### config.mk
export PLATFORM = sky130hd
export DESIGN_NAME = arm_barrel_shifter
export DESIGN_NICKNAME = d
export VERILOG_FILES = /design/src/rtl/arm_barrel_shifter.sv
export SDC_FILE = /design/constraint.sdc
export NUM_CORES = 1
export LEC_CHECK = 0
export CORE_ASPECT_RATIO = 2
export CORE_MARGIN = 3
export CORE_UTILIZATION = 55
export DETAILED_ROUTE_END_ITERATION = 6
export PLACE_DENSITY = 0.78
export SYNTH_ARGS = -nofsm -noshare
export SYNTH_HDL_FRONTEND = slang
export SYNTH_SLANG_ARGS = --single-unit
### constraint.sdc
create_clock -name clk -period 1.2 [get_ports clk]
set_input_delay 0.24 -clock clk [delete_from_list [all_inputs] [get_ports clk]]
set_output_delay 0.24 -clock clk [all_outputs]
set_load 0.02 [all_outputs]
### src/rtl/arm_barrel_shifter.sv
// ARM operand-2 barrel shifter: LSL/LSR/ASR/ROR/RRX in immediate and register forms,
// with ARM shifter carry-out, result and carry registered on the rising clock edge.
module arm_barrel_shifter (
  input  logic        clk,
  input  logic        rst,
  input  logic [3:1]  SHIFT_OP,
  input  logic [32:1] Shift_Data,
  input  logic [8:1]  Shift_Num,
  input  logic        Carry_flag,
  output logic [32:1] Shift_Out,
  output logic        Shift_Carry_Out
);

  typedef enum logic [1:0] {
    SH_LSL = 2'd0,
    SH_LSR = 2'd1,
    SH_ASR = 2'd2,
    SH_ROR = 2'd3
  } shift_kind_e;

  logic [31:0] d;
  logic [7:0]  amt;
  logic [4:0]  sh;
  logic        reg_form;
  logic        amt_zero;
  logic        amt_is_32;
  logic        amt_lt_32;
  shift_kind_e kind;

  assign d        = Shift_Data;
  assign reg_form = SHIFT_OP[1];
  assign kind     = shift_kind_e'(SHIFT_OP[3:2]);

  // Immediate forms only see the low five amount bits.
  assign amt       = reg_form ? Shift_Num : {3'b000, Shift_Num[5:1]};
  assign sh        = amt[4:0];
  assign amt_zero  = (amt == 8'd0);
  assign amt_is_32 = (amt == 8'd32);
  assign amt_lt_32 = (amt[7:5] == 3'b000);

  // Each wide result carries one extra bit that holds the last bit shifted out.
  logic        [32:0] lsl_wide;
  logic        [32:0] lsr_wide;
  logic signed [32:0] asr_wide;
  logic        [63:0] ror_wide;

  assign lsl_wide = {1'b0, d} << sh;
  assign lsr_wide = {d, 1'b0} >> sh;
  assign asr_wide = $signed({d, 1'b0}) >>> sh;
  assign ror_wide = {d, d} >> sh;

  logic [31:0] res;
  logic        res_carry;

  // NOTE: every output of this block gets a default first so no path can infer a latch.
  always_comb begin
    res       = d;
    res_carry = Carry_flag;
    unique case (kind)
      SH_LSL: begin
        if (!amt_zero) begin
          if (amt_lt_32) begin
            {res_carry, res} = lsl_wide;
          end else if (amt_is_32) begin
            res       = '0;
            res_carry = d[0];
          end else begin
            res       = '0;
            res_carry = 1'b0;
          end
        end
      end
      SH_LSR: begin
        // Immediate amount 0 stands for LSR #32.
        if ((amt_zero && !reg_form) || amt_is_32) begin
          res       = '0;
          res_carry = d[31];
        end else if (!amt_zero) begin
          if (amt_lt_32) begin
            {res, res_carry} = lsr_wide;
          end else begin
            res       = '0;
            res_carry = 1'b0;
          end
        end
      end
      SH_ASR: begin
        if ((amt_zero && !reg_form) || (!amt_zero && !amt_lt_32)) begin
          res       = {32{d[31]}};
          res_carry = d[31];
        end else if (!amt_zero) begin
          {res, res_carry} = asr_wide;
        end
      end
      SH_ROR: begin
        if (amt_zero && !reg_form) begin
          // RRX: rotate right by one through the incoming carry.
          res       = {Carry_flag, d[31:1]};
          res_carry = d[0];
        end else if (!amt_zero) begin
          if (sh == 5'd0) begin
            res       = d;
            res_carry = d[31];
          end else begin
            res       = ror_wide[31:0];
            res_carry = ror_wide[31];
          end
        end
      end
      default: begin
        res       = d;
        res_carry = Carry_flag;
      end
    endcase
  end

  // NOTE: state registers use non-blocking assignments so all flops update together.
  always_ff @(posedge clk or posedge rst) begin
    if (rst) begin
      Shift_Out       <= '0;
      Shift_Carry_Out <= 1'b0;
    end else begin
      Shift_Out       <= res;
      Shift_Carry_Out <= res_carry;
    end
  end

endmodule

==> impl_metrics.sql, run 1 <==
INSERT INTO impl_metrics (metric_group, metric, value, unit) VALUES
('clocking', 'root_buffer', 'sky130_fd_sc_hd__clkbuf_16', ''),
('die', 'chip_width', '88.5', 'um'),
('clocking', 'cts.hold.buffers_added', '0', ''),
('logic_synthesis', 'post-synth-top-area-fraction', '17.5', '%'),
('die', 'rows', '59', ''),
('run_status', 'status', 'stopped before the end', ''),
('die', 'io-pin-count', '79', ''),
('logic_synthesis', 'yosysUniqueCellTypes', '72', ''),
('placed_design', 'post_placement_cell_area', '11000', 'sq um'),
('logic_synthesis', 'cell_taking_the_most_area_after_synthesis', 'sky130_fd_sc_hd__mux4_2', ''),
('placed_design', 'placed_cells_incl_taps', '1443', ''),
('placed_design', 'placement.setup.worst_slack', '-1.58', 'ns'),
('logic_synthesis', 'synth_edf_count', '0', ''),
('placed_design', 'post-dp-hpwl', '35.9', 'mm'),
('placed_design', 'portBuffers', '78', ''),
('logic_synthesis', 'synth_nets', '997', ''),
('logic_synthesis', 'synth_ff_type', 'sky130_fd_sc_hd__dfrtp_1', ''),
('clocking', 'htree_num_levels', '2', ''),
('clocking', 'post_cts_repair_setup_buffers', '66', ''),
('run_status', 'stop_stage', 'clock tree synthesis (4_1_cts)', ''),
('clocking', 'post_cts_resized', '496', ''),
('logic_synthesis', 'post_synth.cell_area_avg', '7.87', 'sq um'),
('logic_synthesis', 'seq_cells_post_synth', '33', ''),
('run_status', 'error_message', '[ERROR DPL-0033] detailed placement checks failed during check placement.', ''),
('logic_synthesis', 'netlist_area_before_placement', '7480', 'sq um'),
('clocking', 'cts_inserted_buffers', '5', ''),
('die', 'initial_core_util', '56.9', '%'),
('clocking', 'clockBufferDepth', '2', ''),
('logic_synthesis', 'netlist_instances', '951', ''),
('logic_synthesis', 'synth-warning-count', '0', ''),
('logic_synthesis', 'seq_area_frac_synth', '11.0', '%'),
('die', 'height_of_the_die', '171', 'um'),
('placed_design', 'gp_routability_congestion', '1.29', ''),
('logic_synthesis', 'postSynth.asyncResetShare', '100', '%'),
('logic_synthesis', 'synth.top_cells.by_area', 'sky130_fd_sc_hd__mux4_2 17%, sky130_fd_sc_hd__dfrtp_1 11%, sky130_fd_sc_hd__mux2i_1 8.0%', ''),
('clocking', 'clock-sinks', '33', '');
-- cell usage after synthesis (all sizes together) (6+ instances only) --
cell type and count:
mux4 58, nand2b 7, nand2 123, mux2 47
a22oi 15, a2111oi 8, o21ai 60, clkbuf 72
or3 8, o211ai 17, nand3 28, a31oi 22
a32oi 9, a221o 7, nor3 15, a221oi 26
o22ai 19, a21oi 65, o31ai 6, o221ai 8
dfrtp 33, inv 9, buf 52, a211oi 17
and2 6, nor2 75, mux2i 62, a22o 6
-- stage by stage --
stage          TNS [ns]  util, %
2_1_floorplan    -28.72        -
3_3_place_gp     -47.99     83.9
3_5_place_dp     -49.37     83.9
-- logic make-up after synthesis --
kind of cell	share of synthesized area, %
multiplexers	33.1
AND/OR/NAND/NOR	16.6
AO/OA/AOI/OAI	31.3
flip-flops	11.0
buffers and inverters	8.03
==> inputs of run 2 (changes only) <==
--- a/config.mk
+++ b/config.mk
@@ -5,11 +5,10 @@
 export SDC_FILE = /design/constraint.sdc
 export NUM_CORES = 1
 export LEC_CHECK = 0
-export CORE_ASPECT_RATIO = 2
 export CORE_MARGIN = 3
-export CORE_UTILIZATION = 55
+export CORE_UTILIZATION = 40
 export DETAILED_ROUTE_END_ITERATION = 6
-export PLACE_DENSITY = 0.78
+export PLACE_DENSITY_LB_ADDON = 0.15
 export SYNTH_ARGS = -nofsm -noshare
 export SYNTH_HDL_FRONTEND = slang
 export SYNTH_SLANG_ARGS = --single-unit
==> run 2 against run 1 <==
The flow now finishes, with violations (design-rule violations, negative setup slack). Synthesized cell count stayed put. Synthesized area stayed put.
==> impl_metrics.sql, run 2 <==
INSERT INTO impl_metrics (metric_group, metric, value, unit) VALUES
('timing', 'period_needed', '2.13', 'ns'),
('timing', 'setup_total_negative_slack', '-27.26', 'ns'),
('flow_run', 'timing.max_cap.violations', '0', ''),
('global_routing', 'grt_usage', '46.9', '%'),
('die', 'initial_core_util', '41.2', '%'),
('die', 'io-pin-count', '79', ''),
('routing', 'route.detailed.vias_per_inst', '7.05', ''),
('worst_setup_path', 'worst_ep_arrival_time', '2.24', 'ns'),
('worst_setup_path', 'critical_path.top_delay_family', 'multiplexers', ''),
('worst_setup_path', 'cp-end-kind', 'flop', ''),
('layout', 'layout.cells.most_common', 'sky130_fd_sc_hd__buf_4', ''),
('timing', 'slew_violations', '0', ''),
('die', 'chip_width', '143', 'um'),
('worst_setup_path', 'critical_path.most_common_cell', 'sky130_fd_sc_hd__buf_12', ''),
('die', 'rows', '49', ''),
('layout', 'reg_top3', 'Shift_Out: 32 flops, Shift_Carry_Out: 1 flops', ''),
('global_routing', 'grt_first_pass_wirelength', '70.7', 'mm'),
('logic_synthesis', 'seq_area_frac_synth', '11.0', '%'),
('worst_setup_path', 'crit_path_start', 'Shift_Num[1]', ''),
('logic_synthesis', 'post-synth-top-area-fraction', '17.5', '%'),
('timing', 'finalHoldViolations', '0', ''),
('layout', 'final_net_count', '1382', ''),
('logic_synthesis', 'synth_edf_count', '0', ''),
('logic_synthesis', 'synthMostInstantiatedCell', 'sky130_fd_sc_hd__nand2_1', ''),
('clocking', 'cts.hold.buffers_added', '0', ''),
('timing', 'max_freq', '469', 'MHz'),
('logic_synthesis', 'netlist_area_before_placement', '7480', 'sq um'),
('worst_setup_path', 'crit_chain', 'buf_12, buf_12, buf_4, mux4_2, mux2i_2, nand2b_1, a21oi_1, o211ai_1, a41oi_2', ''),
('worst_setup_path', 'crit_fanout', '9', ''),
('global_routing', 'via_count_of_the_first_global_routing_pass', '10500', ''),
('layout', 'layout.cells.most_common_list', '341 x sky130_fd_sc_hd__buf_4, 114 x sky130_fd_sc_hd__nand2_1, 63 x sky130_fd_sc_hd__nor2_1, 58 x sky130_fd_sc_hd__mux4_2, 57 x sky130_fd_sc_hd__buf_6', ''),
('run_status', 'failed_checks', 'design-rule violations, negative setup slack', ''),
('worst_setup_path', 'cp_data_required_time', '1.31', 'ns'),
('timing', 'timing.final.crit_share', '178', '%'),
('routing', 'wl', '48.7', 'mm'),
('global_routing', 'grt_overflow_total', '0', ''),
('routing', 'detailedRoute.firstPassIterationCount', '7', ''),
('routing', 'via_count', '11100', ''),
('hold_path', 'tightest_hold_check_type', 'input port to async pin', ''),
('placed_design', 'post_placement_cell_area', '11100', 'sq um'),
('layout', 'n_fill_cell', '1493', ''),
('placed_design', 'gp_routability_congestion', '1.12', ''),
('logic_synthesis', 'synth_commonest_cells', '123 x sky130_fd_sc_hd__nand2_1, 74 x sky130_fd_sc_hd__nor2_1, 72 x sky130_fd_sc_hd__clkbuf_1, 65 x sky130_fd_sc_hd__a21oi_1, 60 x sky130_fd_sc_hd__mux2i_1', ''),
('die', 'die-area', '20400', 'sq um'),
('worst_setup_path', 'critical_path.startpoint_type', 'input port', ''),
('clocking', 'root_buffer', 'sky130_fd_sc_hd__clkbuf_16', ''),
('layout', 'finish.instance_area', '12700', 'sq um'),
('clocking', 'cts_tree', 'built', ''),
('power_and_ir_drop', 'cellPowerDensity', '734', 'nW/um^2'),
('logic_synthesis', 'yosysUniqueCellTypes', '72', ''),
('power_and_ir_drop', 'power_leakage', '0.00536', 'uW'),
('die', 'design.core.area', '18100', 'sq um'),
('placed_design', 'post-dp-hpwl', '37.7', 'mm'),
('logic_synthesis', 'netlist_instances', '951', ''),
('logic_synthesis', 'cell_taking_the_most_area_after_synthesis', 'sky130_fd_sc_hd__mux4_2', ''),
('logic_synthesis', 'synth_ff_type', 'sky130_fd_sc_hd__dfrtp_1', ''),
('timing', 'finalSetupViolCount', '33', ''),
('logic_synthesis', 'post_synth.cell_area_avg', '7.87', 'sq um'),
('worst_setup_path', 'criticalPathCategory', 'input port to flop', ''),
('logic_synthesis', 'seq_cells_post_synth', '33', ''),
('layout', 'area_growth_syn_to_layout', '70.3', '%'),
('routing', 'post_detailed_route_drc_marker_count', '1', ''),
('logic_synthesis', 'synth.top_cells.by_area', 'sky130_fd_sc_hd__mux4_2 17%, sky130_fd_sc_hd__dfrtp_1 11%, sky130_fd_sc_hd__mux2i_1 8.0%', ''),
('worst_setup_path', 'timing.critical_path.slowest_cell_delay', '0.56', 'ns'),
('clocking', 'clockBufferDepth', '2', ''),
('timing', 'worst-slew-pin-transition', '0.631', 'ns'),
('timing', 'fin_hold_ws', '0.298', 'ns'),
('layout', 'largest-register', 'Shift_Out', ''),
('timing', 'max_slew_headroom_at_the_worst_pin', '58.0', '%'),
('timing', 'timing.final.ws_setup', '-0.931', 'ns'),
('clocking', 'htree_num_levels', '2', ''),
('clocking', 'cts_inserted_buffers', '5', ''),
('timing', 'rsz0062_at_grt', 'yes', ''),
('global_routing', 'grt_max_degree', '62', ''),
('run_status', 'status', 'finished with violations', ''),
('routing', 'routedWlPerCell', '31.1', 'um'),
('logic_synthesis', 'synth_nets', '997', ''),
('layout', 'max_ffs_per_register', '32', ''),
('power_and_ir_drop', 'vdd_drop_max', '0.477', 'mV'),
('clocking', 'clock-sinks', '33', ''),
('worst_setup_path', 'crit_path_top_delay_cell', 'sky130_fd_sc_hd__mux4_2', ''),
('global_routing', 'antenna_found_initial', '2', ''),
('logic_synthesis', 'synth-warning-count', '0', ''),
('placed_design', 'portBuffers', '78', ''),
('logic_synthesis', 'postSynth.asyncResetShare', '100', '%'),
('worst_setup_path', 'critPathBufInv', '3', ''),
('routing', 'first_iter_violations', '1712', ''),
('clocking', 'cts.reportedPaths.clkPinSlew', '0.07', 'ns'),
('die', 'height_of_the_die', '143', 'um'),
('layout', 'fraction_of_final_layout_cells_with_drive_strength_greater_than_1', '54.4', '%'),
('routing', 'antenna_violating_nets_post_route', '0', '');
run 2: final cells by class:
class | instances | area (sq um) | area share (%)
antenna | 1 | 2.50 | 0.0196
clock inverter | 1 | 30.0 | 0.236
timing repair buffer | 502 | 4400 | 34.5
multi-input combinational | 784 | 7010 | 55.1
tap | 229 | 287 | 2.25
inverter | 10 | 37.5 | 0.295
sequential | 33 | 826 | 6.48
clock buffer | 7 | 143 | 1.12
run 2: logic make-up after synthesis:
family / after synthesis / synth area share (%)
AOI/OAI and AO/OA: 335 / 31.3
DFF: 33 / 11.0
buffers and inverters: 134 / 8.03
muxes: 167 / 33.1
and+or+nand+nor: 282 / 16.6
run 2: where the power goes:
group / internal (uW) / total, uW / switching [uW]
registers: 1260 / 1320 / 61.5
clock network: 1040 / 1630 / 584
logic: 2950 / 6410 / 3460
run 2: metrics by stage:
stage	total power, uW	setup WS, ns	instances	util (%)
after CTS	8890	-0.836	1563	68.9
after detailed placement	6730	-1.68	1516	61.3
final	9350	-0.931	1567	70.2
after global placement	6700	-1.63	1516	61.3
after global routing	9540	-0.956	1566	70.2
after floorplan	3930	-0.973	951	-
run 2: routing by layer:
| metal | wire [um] | track usage, % | vias up |
|---|---|---|---|
| met5 | 11 | 0 | - |
| met4 | 3660 | 25.1 | 2 |
| met3 | 7270 | 15.7 | 259 |
| met2 | 20100 | 68.8 | 1042 |
| met1 | 17700 | 60.9 | 5233 |
| li1 | - | - | 4517 |
run 2: repair_timing:
action	4_1_cts	5_1_grt
cloned	2	0
hold endpoints to repair	0	0
gates resized for setup	397	78
endpoints found under the setup margin	66	46
pin swaps	69	52
buffers inserted	42	4
run 2: worst max-delay path by stage:
| stage | endpoint | slack [ns] | cells past startpoint |
|---|---|---|---|
| 5_1_grt | Shift_Out[9] | -0.96 | 11 |
| 3_3_place_gp | Shift_Out[4] | -1.63 | 10 |
| 4_1_cts | Shift_Out[9] | -0.84 | 9 |
| 2_1_floorplan | Shift_Out[9] | -0.97 | 8 |
| 6_report | Shift_Out[4] | -0.93 | 9 |
| 3_5_place_dp | Shift_Out[31] | -1.68 | 9 |
Note: power is estimated with default switching activity, not from simulation.
